$ cat config.mk
export PLATFORM = sky130hd
export DESIGN_NAME = riscv_v_dispatch
export DESIGN_NICKNAME = d
export VERILOG_FILES = /design/src/rtl/riscv_v_dispatch.sv
export SDC_FILE = /design/constraint.sdc
export NUM_CORES = 1
export LEC_CHECK = 0
export ABC_CLOCK_PERIOD_IN_PS = 5500
export CAP_MARGIN = 0
export CORE_ASPECT_RATIO = 2
export CORE_MARGIN = 3
export CORE_UTILIZATION = 54
export DETAILED_ROUTE_END_ITERATION = 16
export GPL_ROUTABILITY_DRIVEN = 0
export PLACE_DENSITY = 0.83
export SYNTH_ARGS = -nofsm -noshare
export SYNTH_HDL_FRONTEND = slang
export SYNTH_SLANG_ARGS = --single-unit
$ cat constraint.sdc
create_clock -name clk -period 5.5 [get_ports clk]
set_input_delay 1.1 -clock clk [delete_from_list [all_inputs] [get_ports clk]]
set_output_delay 1.1 -clock clk [all_outputs]
set_load 0.01 [all_outputs]
$ cat src/rtl/riscv_v_dispatch.sv
// Vector-instruction issue unit: in-order instruction FIFO feeding vector decode,
// plus a pending-writeback queue that routes v2i results back to the scalar RF.
module riscv_v_dispatch #(
  parameter int unsigned DEPTH      = 4,
  parameter int unsigned PEND_DEPTH = 4,
  parameter int unsigned XLEN       = 32
) (
  input  logic                          clk,
  input  logic                          rst,
  input  logic                          clear_pipe,
  input  logic                          core_stall,
  input  logic                          riscv_v_stall,
  input  logic                          req_valid,
  output logic                          req_ready,
  input  logic [31:0]                   req_instr,
  input  logic [XLEN-1:0]               req_rs1_data,
  input  logic                          req_wb,
  input  logic [4:0]                    req_rd,
  output logic [31:0]                   instruction_id,
  output logic [XLEN-1:0]               int_rf_rd_data_id,
  input  logic                          int_rf_wr_en_wb,
  input  logic [XLEN-1:0]               int_rf_wr_data_wb,
  output logic                          rf_wr_en,
  output logic [4:0]                    rf_wr_addr,
  output logic [XLEN-1:0]               rf_wr_data,
  output logic [31:0]                   rd_busy,
  output logic [$clog2(DEPTH):0]        fifo_count,
  output logic [$clog2(PEND_DEPTH):0]   pend_count,
  output logic                          wb_orphan
);

  localparam int unsigned FA = $clog2(DEPTH);
  localparam int unsigned FC = FA + 1;
  localparam int unsigned PA = $clog2(PEND_DEPTH);
  localparam int unsigned PC = PA + 1;
  localparam logic [31:0] VNOP = 32'h0000_0013;

  logic [31:0]     f_instr_q [DEPTH];
  logic [XLEN-1:0] f_rs1_q   [DEPTH];
  logic            f_wb_q    [DEPTH];
  logic [4:0]      f_rd_q    [DEPTH];
  logic [FA-1:0]   f_wr_ptr_q, f_rd_ptr_q;
  logic [FC-1:0]   f_cnt_q, f_cnt_d;

  logic [4:0]      p_rd_q [PEND_DEPTH];
  logic [PA-1:0]   p_wr_ptr_q, p_rd_ptr_q;
  logic [PC-1:0]   p_cnt_q, p_cnt_d;

  logic [31:0]     iss_instr_q;
  logic [XLEN-1:0] iss_rs1_q;

  logic adv, push, head_ok, pop, pend_push, wb_pop;
  logic head_wb;
  logic [4:0] head_rd;

  assign adv       = !core_stall && !riscv_v_stall;
  assign req_ready = f_cnt_q < FC'(DEPTH);
  assign push      = req_valid && req_ready;
  assign head_wb   = f_wb_q[f_rd_ptr_q];
  assign head_rd   = f_rd_q[f_rd_ptr_q];

  // A v2i head waits for a free pending slot and for its rd to be idle (WAW).
  assign head_ok   = (f_cnt_q != '0) &&
                     (!head_wb || ((p_cnt_q < PC'(PEND_DEPTH)) && !rd_busy[head_rd]));
  assign pop       = adv && head_ok;
  assign pend_push = pop && head_wb;
  assign wb_pop    = int_rf_wr_en_wb && (p_cnt_q != '0) && !clear_pipe && !rst;

  assign rf_wr_en   = wb_pop;
  assign rf_wr_addr = p_rd_q[p_rd_ptr_q];
  assign rf_wr_data = int_rf_wr_data_wb;
  assign wb_orphan  = int_rf_wr_en_wb && (p_cnt_q == '0) && !clear_pipe && !rst;

  assign instruction_id    = iss_instr_q;
  assign int_rf_rd_data_id = iss_rs1_q;
  assign fifo_count        = f_cnt_q;
  assign pend_count        = p_cnt_q;

  always_comb begin
    rd_busy = '0;
    for (int unsigned i = 0; i < PEND_DEPTH; i++) begin
      if (PC'(i) < p_cnt_q) rd_busy[p_rd_q[p_rd_ptr_q + PA'(i)]] = 1'b1;
    end
  end

  always_comb begin
    f_cnt_d = f_cnt_q;
    if (push && !pop) f_cnt_d = f_cnt_q + FC'(1);
    else if (!push && pop) f_cnt_d = f_cnt_q - FC'(1);
    p_cnt_d = p_cnt_q;
    if (pend_push && !wb_pop) p_cnt_d = p_cnt_q + PC'(1);
    else if (!pend_push && wb_pop) p_cnt_d = p_cnt_q - PC'(1);
  end

  always_ff @(posedge clk) begin
    if (rst || clear_pipe) begin
      f_wr_ptr_q  <= '0;
      f_rd_ptr_q  <= '0;
      f_cnt_q     <= '0;
      p_wr_ptr_q  <= '0;
      p_rd_ptr_q  <= '0;
      p_cnt_q     <= '0;
      iss_instr_q <= VNOP;
      iss_rs1_q   <= '0;
    end else begin
      if (push) begin
        f_instr_q[f_wr_ptr_q] <= req_instr;
        f_rs1_q[f_wr_ptr_q]   <= req_rs1_data;
        f_wb_q[f_wr_ptr_q]    <= req_wb && (req_rd != 5'd0);
        f_rd_q[f_wr_ptr_q]    <= req_rd;
        f_wr_ptr_q            <= f_wr_ptr_q + FA'(1);
      end
      if (pop) f_rd_ptr_q <= f_rd_ptr_q + FA'(1);
      f_cnt_q <= f_cnt_d;

      if (pend_push) begin
        p_rd_q[p_wr_ptr_q] <= head_rd;
        p_wr_ptr_q         <= p_wr_ptr_q + PA'(1);
      end
      if (wb_pop) p_rd_ptr_q <= p_rd_ptr_q + PA'(1);
      p_cnt_q <= p_cnt_d;

      if (pop) begin
        iss_instr_q <= f_instr_q[f_rd_ptr_q];
        iss_rs1_q   <= f_rs1_q[f_rd_ptr_q];
      end else if (adv) begin
        iss_instr_q <= VNOP;
        iss_rs1_q   <= '0;
      end
    end
  end

endmodule

Word-level counts from Yosys, hierarchy flattened
Memory sizes are Yosys's and may differ from the RTL's. A register that Yosys moved wholly into a read port is not among the register bits.
Index checks and enable logic that the tools add are counted.
{"block": "word_totals", "ramBits": 300, "latch_bits": 0, "in_bits": 109, "word_cells": 119, "memories": 5, "mem_bits_ro": 0, "ff_bits": 78}
{"name": "f_instr_q", "depth": 4, "width": 32, "rd": 1, "rd_ports_with_merged_regs": 1, "wr": 1, "line_no": "38", "rtl": "logic [31:0] f_instr_q [DEPTH];"}
{"name": "f_rs1_q", "depth": 4, "width": 32, "rd": 1, "rd_ports_with_merged_regs": 1, "wr": 1, "line_no": "39", "rtl": "logic [XLEN-1:0] f_rs1_q [DEPTH];"}
{"name": "f_rd_q", "depth": 4, "width": 5, "rd": 1, "rd_ports_with_merged_regs": 1, "wr": 1, "line_no": "41", "rtl": "logic [4:0] f_rd_q [DEPTH];"}
{"name": "p_rd_q", "depth": 4, "width": 5, "rd": 4, "rd_ports_with_merged_regs": 1, "wr": 1, "line_no": "45", "rtl": "logic [4:0] p_rd_q [PEND_DEPTH];"}
{"name": "f_wb_q", "depth": 4, "width": 1, "rd": 1, "rd_ports_with_merged_regs": 1, "wr": 1, "line_no": "40", "rtl": "logic f_wb_q [DEPTH];"}
{"block": "op_classes", "addsub": 10, "eq_ne": 0, "div_mod_pow": 0, "magnitude_cmp": 15, "n_reduce_logical": 40, "muxes": 38, "shifts": 0, "n_mul": 0, "bitwise_logic": 3}
{"cell": "32-bit 2-to-1 mux", "count": 8}
{"cell": "32-bit OR", "count": 3}
{"cell": "5-bit by 6-bit less-than comparator with 1-bit output, second input constant", "count": 5}
{"cell": "1-bit logical AND", "count": 21}
{"cell": "1-bit demux with 5-bit select", "count": 4}
{"cell": "5-bit by 1-bit >= comparator with 1-bit output, second input constant", "count": 4}
{"cell": "2-bit 2-to-1 mux", "count": 10}
{"cell": "3-bit 2-to-1 mux", "count": 4}
{"cell": "1-bit 2-to-1 mux", "count": 11}
{"cell": "1-bit logical NOT", "count": 10}
{"cell": "2-bit by 1-bit adder with 2-bit output, second input constant", "count": 4}
{"cell": "3-bit by 1-bit adder with 3-bit output, second input constant", "count": 2}
{"cell": "1-bit by 3-bit less-than comparator with 1-bit output, first input constant", "count": 2}
{"cell": "2-bit by 3-bit less-than comparator with 1-bit output, first input constant", "count": 2}
{"cell": "3-bit less-than comparator, second input constant", "count": 2}
{"cell": "2-bit nonzero test", "count": 3}
{"cell": "3-bit nonzero test", "count": 2}
{"cell": "3-bit by 1-bit subtractor with 3-bit output, second input constant", "count": 2}
{"cell": "1-bit binary-select mux with 5-bit select", "count": 1}
{"cell": "5-bit nonzero test", "count": 1}
{"cell": "2-bit adder, second input constant", "count": 2}
{"cell": "3-bit logical NOT", "count": 1}
{"cell": "1-bit logical OR", "count": 2}

Longest topological paths before layout
An unclocked memory read counts as a cell.
{"block": "depth", "word_depth": 24, "depth_mapped": 18, "depth_no_buf": 17}

Worst setup path before layout
No wires, ideal clock.
{"block": "synth_timing", "path_kind": "reg2reg", "from": "register p_rd_ptr_q[1]", "to": "register f_cnt_q[2], in the netlist fifo_count[2]", "path_slack_ns": 1.293, "path_buffers": 1, "required_time_ns": 5.429, "setup_ns": 0.071, "stages_incl_launch_ff": 17, "t_arrival_ns": 4.136, "cell_sequence": "dfxtp_1 -> buf_6 -> mux4_2 -> or4b_1 -> a2bb2oi_1 -> o211ai_2 -> o22ai_1 -> or4_4 -> a41oi_2 -> a21oi_1 -> inv_1 -> ha_1 -> inv_1 -> fa_1 -> xor2_1 -> or3_1 -> a21oi_1"}
{"block": "synth_between", "elab_chain_len": 22, "word_cells_on_any_way": 37}
{"item": "start: declaration", "line_no": "46", "rtl": "logic [PA-1:0] p_wr_ptr_q, p_rd_ptr_q;"}
{"item": "start signal: assignment", "line_no": "120", "rtl": "if (wb_pop) p_rd_ptr_q <= p_rd_ptr_q + PA'(1);"}
{"item": "2-bit by 1-bit adder with 2-bit output", "line_no": "82", "rtl": "if (PC'(i) < p_cnt_q) rd_busy[p_rd_q[p_rd_ptr_q + PA'(i)]] = 1'b1;"}
{"item": "memory 4 x 5 bit *"}
{"item": "5-bit by 6-bit less-than comparator with 1-bit output (not written as such) or 5-bit by 1-bit >= comparator with 1-bit output (tied branches)", "line_no": "82"}
{"item": "1-bit logical AND (not written as such)", "line_no": "82"}
{"item": "1-bit 2-to-1 mux (not written as such)", "line_no": "82"}
{"item": "1-bit demux with 5-bit select", "line_no": "82"}
{"item": "32-bit OR (no source line)"}
{"item": "32-bit 2-to-1 mux", "line_no": "82"}
{"item": "[... 4 more ...]"}
{"item": "named net rd_busy[18]", "line_no": "26", "rtl": "output logic [31:0] rd_busy,"}
{"item": "[... 2 more ...]"}
{"item": "1-bit logical NOT *", "line_no": "64", "rtl": "(!head_wb || ((p_cnt_q < PC'(PEND_DEPTH)) && !rd_busy[head_rd]));"}
{"item": "1-bit logical AND *", "line_no": "64"}
{"item": "1-bit logical OR *", "line_no": "64"}
{"item": "1-bit logical AND *", "line_no": "63", "rtl": "assign head_ok = (f_cnt_q != '0) &&"}
{"item": "1-bit logical AND *", "line_no": "65", "rtl": "assign pop = adv && head_ok;"}
{"item": "1-bit logical NOT", "line_no": "88", "rtl": "if (push && !pop) f_cnt_d = f_cnt_q + FC'(1);"}
{"item": "1-bit logical AND", "line_no": "88"}
{"item": "3-bit 2-to-1 mux or 2-bit nonzero test (tied branches)"}
{"item": "end signal: assignment", "line_no": "114", "rtl": "f_cnt_q <= f_cnt_d;"}
{"item": "end: declaration", "line_no": "43", "rtl": "logic [FC-1:0] f_cnt_q, f_cnt_d;"}
The timed path passes the listed nets; every way through them passes the cells marked *. The select of a mux whose other input is x is not followed.
A chain may end at the register's enable or synchronous reset.

Final worst setup path
{"block": "layout_timing", "from": "register p_rd_ptr_q[0]", "to": "register f_cnt_q[2], in the netlist fifo_count[2]"}
{"block": "layout_between", "elab_chain_len": 22, "word_cells_on_any_way": 37}
{"item": "2-bit by 1-bit adder with 2-bit output", "line_no": "82"}
{"item": "memory 4 x 5 bit *"}
{"item": "5-bit by 6-bit less-than comparator with 1-bit output (not written as such) or 5-bit by 1-bit >= comparator with 1-bit output (tied branches)", "line_no": "82"}
{"item": "1-bit logical AND (not written as such)", "line_no": "82"}
{"item": "1-bit 2-to-1 mux (not written as such)", "line_no": "82"}
{"item": "1-bit demux with 5-bit select", "line_no": "82"}
{"item": "32-bit OR (no source line)"}
{"item": "32-bit 2-to-1 mux", "line_no": "82"}
{"item": "[... 6 more ...]"}
{"item": "1-bit logical NOT *", "line_no": "64"}
{"item": "1-bit logical AND *", "line_no": "64"}
{"item": "1-bit logical OR *", "line_no": "64"}
{"item": "1-bit logical AND *", "line_no": "63"}
{"item": "1-bit logical AND *", "line_no": "65"}
{"item": "1-bit logical NOT", "line_no": "88"}
{"item": "1-bit logical AND", "line_no": "88"}
{"item": "3-bit 2-to-1 mux or 2-bit nonzero test (tied branches)"}
Mark *: on every way between the ends. The rest lies on a longest branch, timed or not. The select of a mux whose other input is x is not followed.

==> results.json <==
{
  "grt_pass1_vias": 10600,
  "cap_viol_max_count": 0,
  "die-width_um": 129,
  "syn_nets": 1122,
  "final_util_pct": 65.2,
  "drt-pass1-iter-count": 8,
  "worst-path-max-fanout": 10,
  "hold_depth": 1,
  "synth_seq_cells": 382,
  "numPortBuffers": 186,
  "multi_input_comb_area_sq_mm": 0.00503,
  "drv_slew": 0,
  "start_util_pct": 54.8,
  "clk_latency_ns": 0.56,
  "route.detailed.drc": 0,
  "antenna_found_initial": 4,
  "dr.first_iter.drc_count": 948,
  "dieArea_sq_mm": 0.0323,
  "p_per_area_mw_per_mm2": 289,
  "hold_class": "flop to flop",
  "yosysWarnings": 0,
  "synthToLayoutAreaGrowth_pct": 18.9,
  "routed-wl-met2_mm": 22.5,
  "fin_cells": 1543,
  "synthFlopType": "edfxtp_1",
  "clk_pin_slew_ns": 0.07,
  "worstRegToRegCells": 16,
  "regArea_sq_mm": 0.0107,
  "regToRegSetupSlack_ns": 0.17,
  "status": "finished, final reports clean",
  "dpl.hpwl_mm": 27.9,
  "finalClockSkew_ns": 0.0153,
  "r2r-start": "p_rd_ptr_q[0]",
  "tns_ns": 0,
  "synth_edf_count": 300,
  "cellLeakagePower_nw": 6.25,
  "rows": 89,
  "place_area_sq_mm": 0.0183,
  "netlist_area_sq_mm": 0.0162,
  "grt_use_total_pct": 27.3,
  "wl_met1_mm": 13.9,
  "drive_gt1_share_pct": 16.2,
  "irDropWorstVdd_mv": 0.338,
  "finalNetCount": 1278,
  "grt_setup_unrepaired": "no",
  "core_area_sq_mm": 0.0296,
  "hold_buffers": 0,
  "cp.required_ns": 5.99,
  "seq_area_frac_synth_pct": 65.6,
  "clk_path_buf_depth": 3,
  "final_antenna_net_count": 0,
  "fill_cells": 1995,
  "hold_viol_final": 0,
  "ios": 251,
  "power_w": 0.00559,
  "synthArstFlopShare_pct": 0,
  "totalWireLength_mm": 43.8,
  "crit_path_end_kind": "flop",
  "cts_buffers": 29,
  "path_class": "flop to flop",
  "cts-root-buf": "clkbuf_16",
  "worstHoldStart": "instruction_id[2]",
  "setup_viol": 0,
  "syn_inst": 998,
  "dp.cells": 1487,
  "cts_tree": "built",
  "design_area_sq_mm": 0.0193,
  "htreeDepth": 1,
  "worstPathArrival_ns": 5.83,
  "wl_met3_mm": 3.99,
  "synth.avg_cell_area_sq_um": 16.3,
  "max_freq_mhz": 187,
  "grt_max_degree": 65,
  "overflow": 0,
  "top_layer_used": "met5",
  "wl_per_cell_um": 28.4,
  "period_needed_ns": 5.33,
  "min_period_over_period_pct": 97.0,
  "clock-sinks": 382,
  "synth.distinct_cells": 74,
  "critPathLaunchType": "flop",
  "tightestPinTransition_ns": 1.07,
  "die_h_um": 251,
  "max_slew_margin_pct": 28.2,
  "vias_per_cell": 6.68,
  "vias": 10300,
  "grt_pass1_wl_mm": 65.4,
  "whs_endpoint": "instruction_id[2]",
  "reg2reg_to": "fifo_count[2]"
}
synthesized netlist by cell type (18+ instances only):
cell	count	share of area (%)
nand3_1	25	0.77
nand4_1	19	0.73
nor2_1	35	0.81
buf_4	33	1.5
dfxtp_1	82	10
clkbuf_1	35	0.81
nand2_1	42	0.97
mux2i_1	18	1.1
inv_1	25	0.58
edfxtp_1	300	55
a22o_1	64	3.5
mux4_2	88	12
area by class of cell:
cell class | instances | area share [%]
antenna | 3 | 0.0389
clock buffer | 39 | 4.22
clock inverter | 14 | 0.953
inverter | 26 | 0.505
multi-input combinational | 504 | 26.0
sequential | 382 | 55.2
tap | 364 | 2.36
timing repair buffer | 211 | 10.7
what timing repair did:
item | CTS | global route
setup buffers | 0 | 0
endpoints found under the setup margin | 0 | 1
hold endpoints to repair | 0 | 0
resized for setup | 0 | 1
kinds of logic after synthesis:
family,share of synthesized area (%)
buffers and inverters,3.67
muxes,14.0
AOI/OAI and AO/OA,8.31
adders and majority gates,1.20
xor gates and xnor gates,0.378
DFF,65.6
and+or+nand+nor,6.84
worst max-delay path by stage:
| stage | from | to | depth (start not counted) |
|---|---|---|---|
| 2_1_floorplan | p_rd_ptr_q[1] | fifo_count[2] | 16 |
| 3_3_place_gp | p_rd_ptr_q[1] | fifo_count[2] | 15 |
| 3_5_place_dp | p_rd_ptr_q[1] | fifo_count[2] | 15 |
| 4_1_cts | p_rd_ptr_q[1] | fifo_count[2] | 15 |
| 5_1_grt | p_rd_ptr_q[0] | fifo_count[2] | 16 |
| 6_report | p_rd_ptr_q[0] | fifo_count[2] | 16 |
per-stage QoR:
| stage | hold WS (ns) | setup slack (ns) |
|---|---|---|
| global placement | 0.460 | 0.610 |
| detailed placement | 0.465 | 0.553 |
| finish | 0.483 | 0.165 |
| global route | 0.505 | 0.0137 |
| CTS | 0.485 | 0.489 |
| floorplan | 0.446 | 1.29 |
cells in the final DEF (no fill, tap or decap), types with 8 or more instances in the layout:
master	Yosys	layout
dfxtp_1	82	80
inv_1	25	25
and3_1	12	8
nor2b_1	15	15
a22o_1	64	64
o211ai_1	12	12
mux2i_1	18	18
clkdlybuf4s50_1	0	186
mux4_2	88	88
buf_4	33	24
a32oi_1	14	14
nand3_1	25	25
clkbuf_16	0	30
nand4_1	19	19
nand2_1	42	42
mux2_2	10	10
edfxtp_1	300	300
a21oi_1	14	14
nor2_1	35	33
ha_1	14	14
state kept, by name (all words and copies together) (netlist names), named ones only:
name / count
f_instr_q: 128
f_rd_ptr_q: 2
f_rd_q: 20
f_rs1_q: 128
f_wb_q: 4
f_wr_ptr_q: 2
fifo_count: 3
instruction_id: 32
int_rf_rd_data_id: 32
p_rd_ptr_q: 2
p_rd_q: 20
p_wr_ptr_q: 2
pend_count: 3
worst max-delay path: stages, from the launching register on:
cell	delay, ns
dfxtp_1	0.64
buf_4	0.26
mux4_2	0.59
nor2b_1	0.74
o211ai_1	0.23
nand4_1	0.21
mux2i_1	0.31
o22a_1	0.35
a41oi_2	0.33
a21oi_1	0.19
inv_1	0.11
ha_1	0.20
inv_1	0.07
fa_1	0.39
xor2_1	0.19
or3_1	0.32
a21oi_1	0.14
report_power, final:
part	total, W	switching, W	internal [W]
Combinational	0.000239	0.000125	0.000115
Sequential	0.00315	0.0000137	0.00314
Clock	0.00219	0.000961	0.00123
Total	0.00559	0.00110	0.00449
per-layer routing:
layer,track usage (%),vias to the layer above
met4,15.6,2
met2,46.6,629
li1,-,4324
met3,8.12,212
met5,0,-
met1,29.7,5133
No activity file was read; power rests on OpenSTA's default activity.
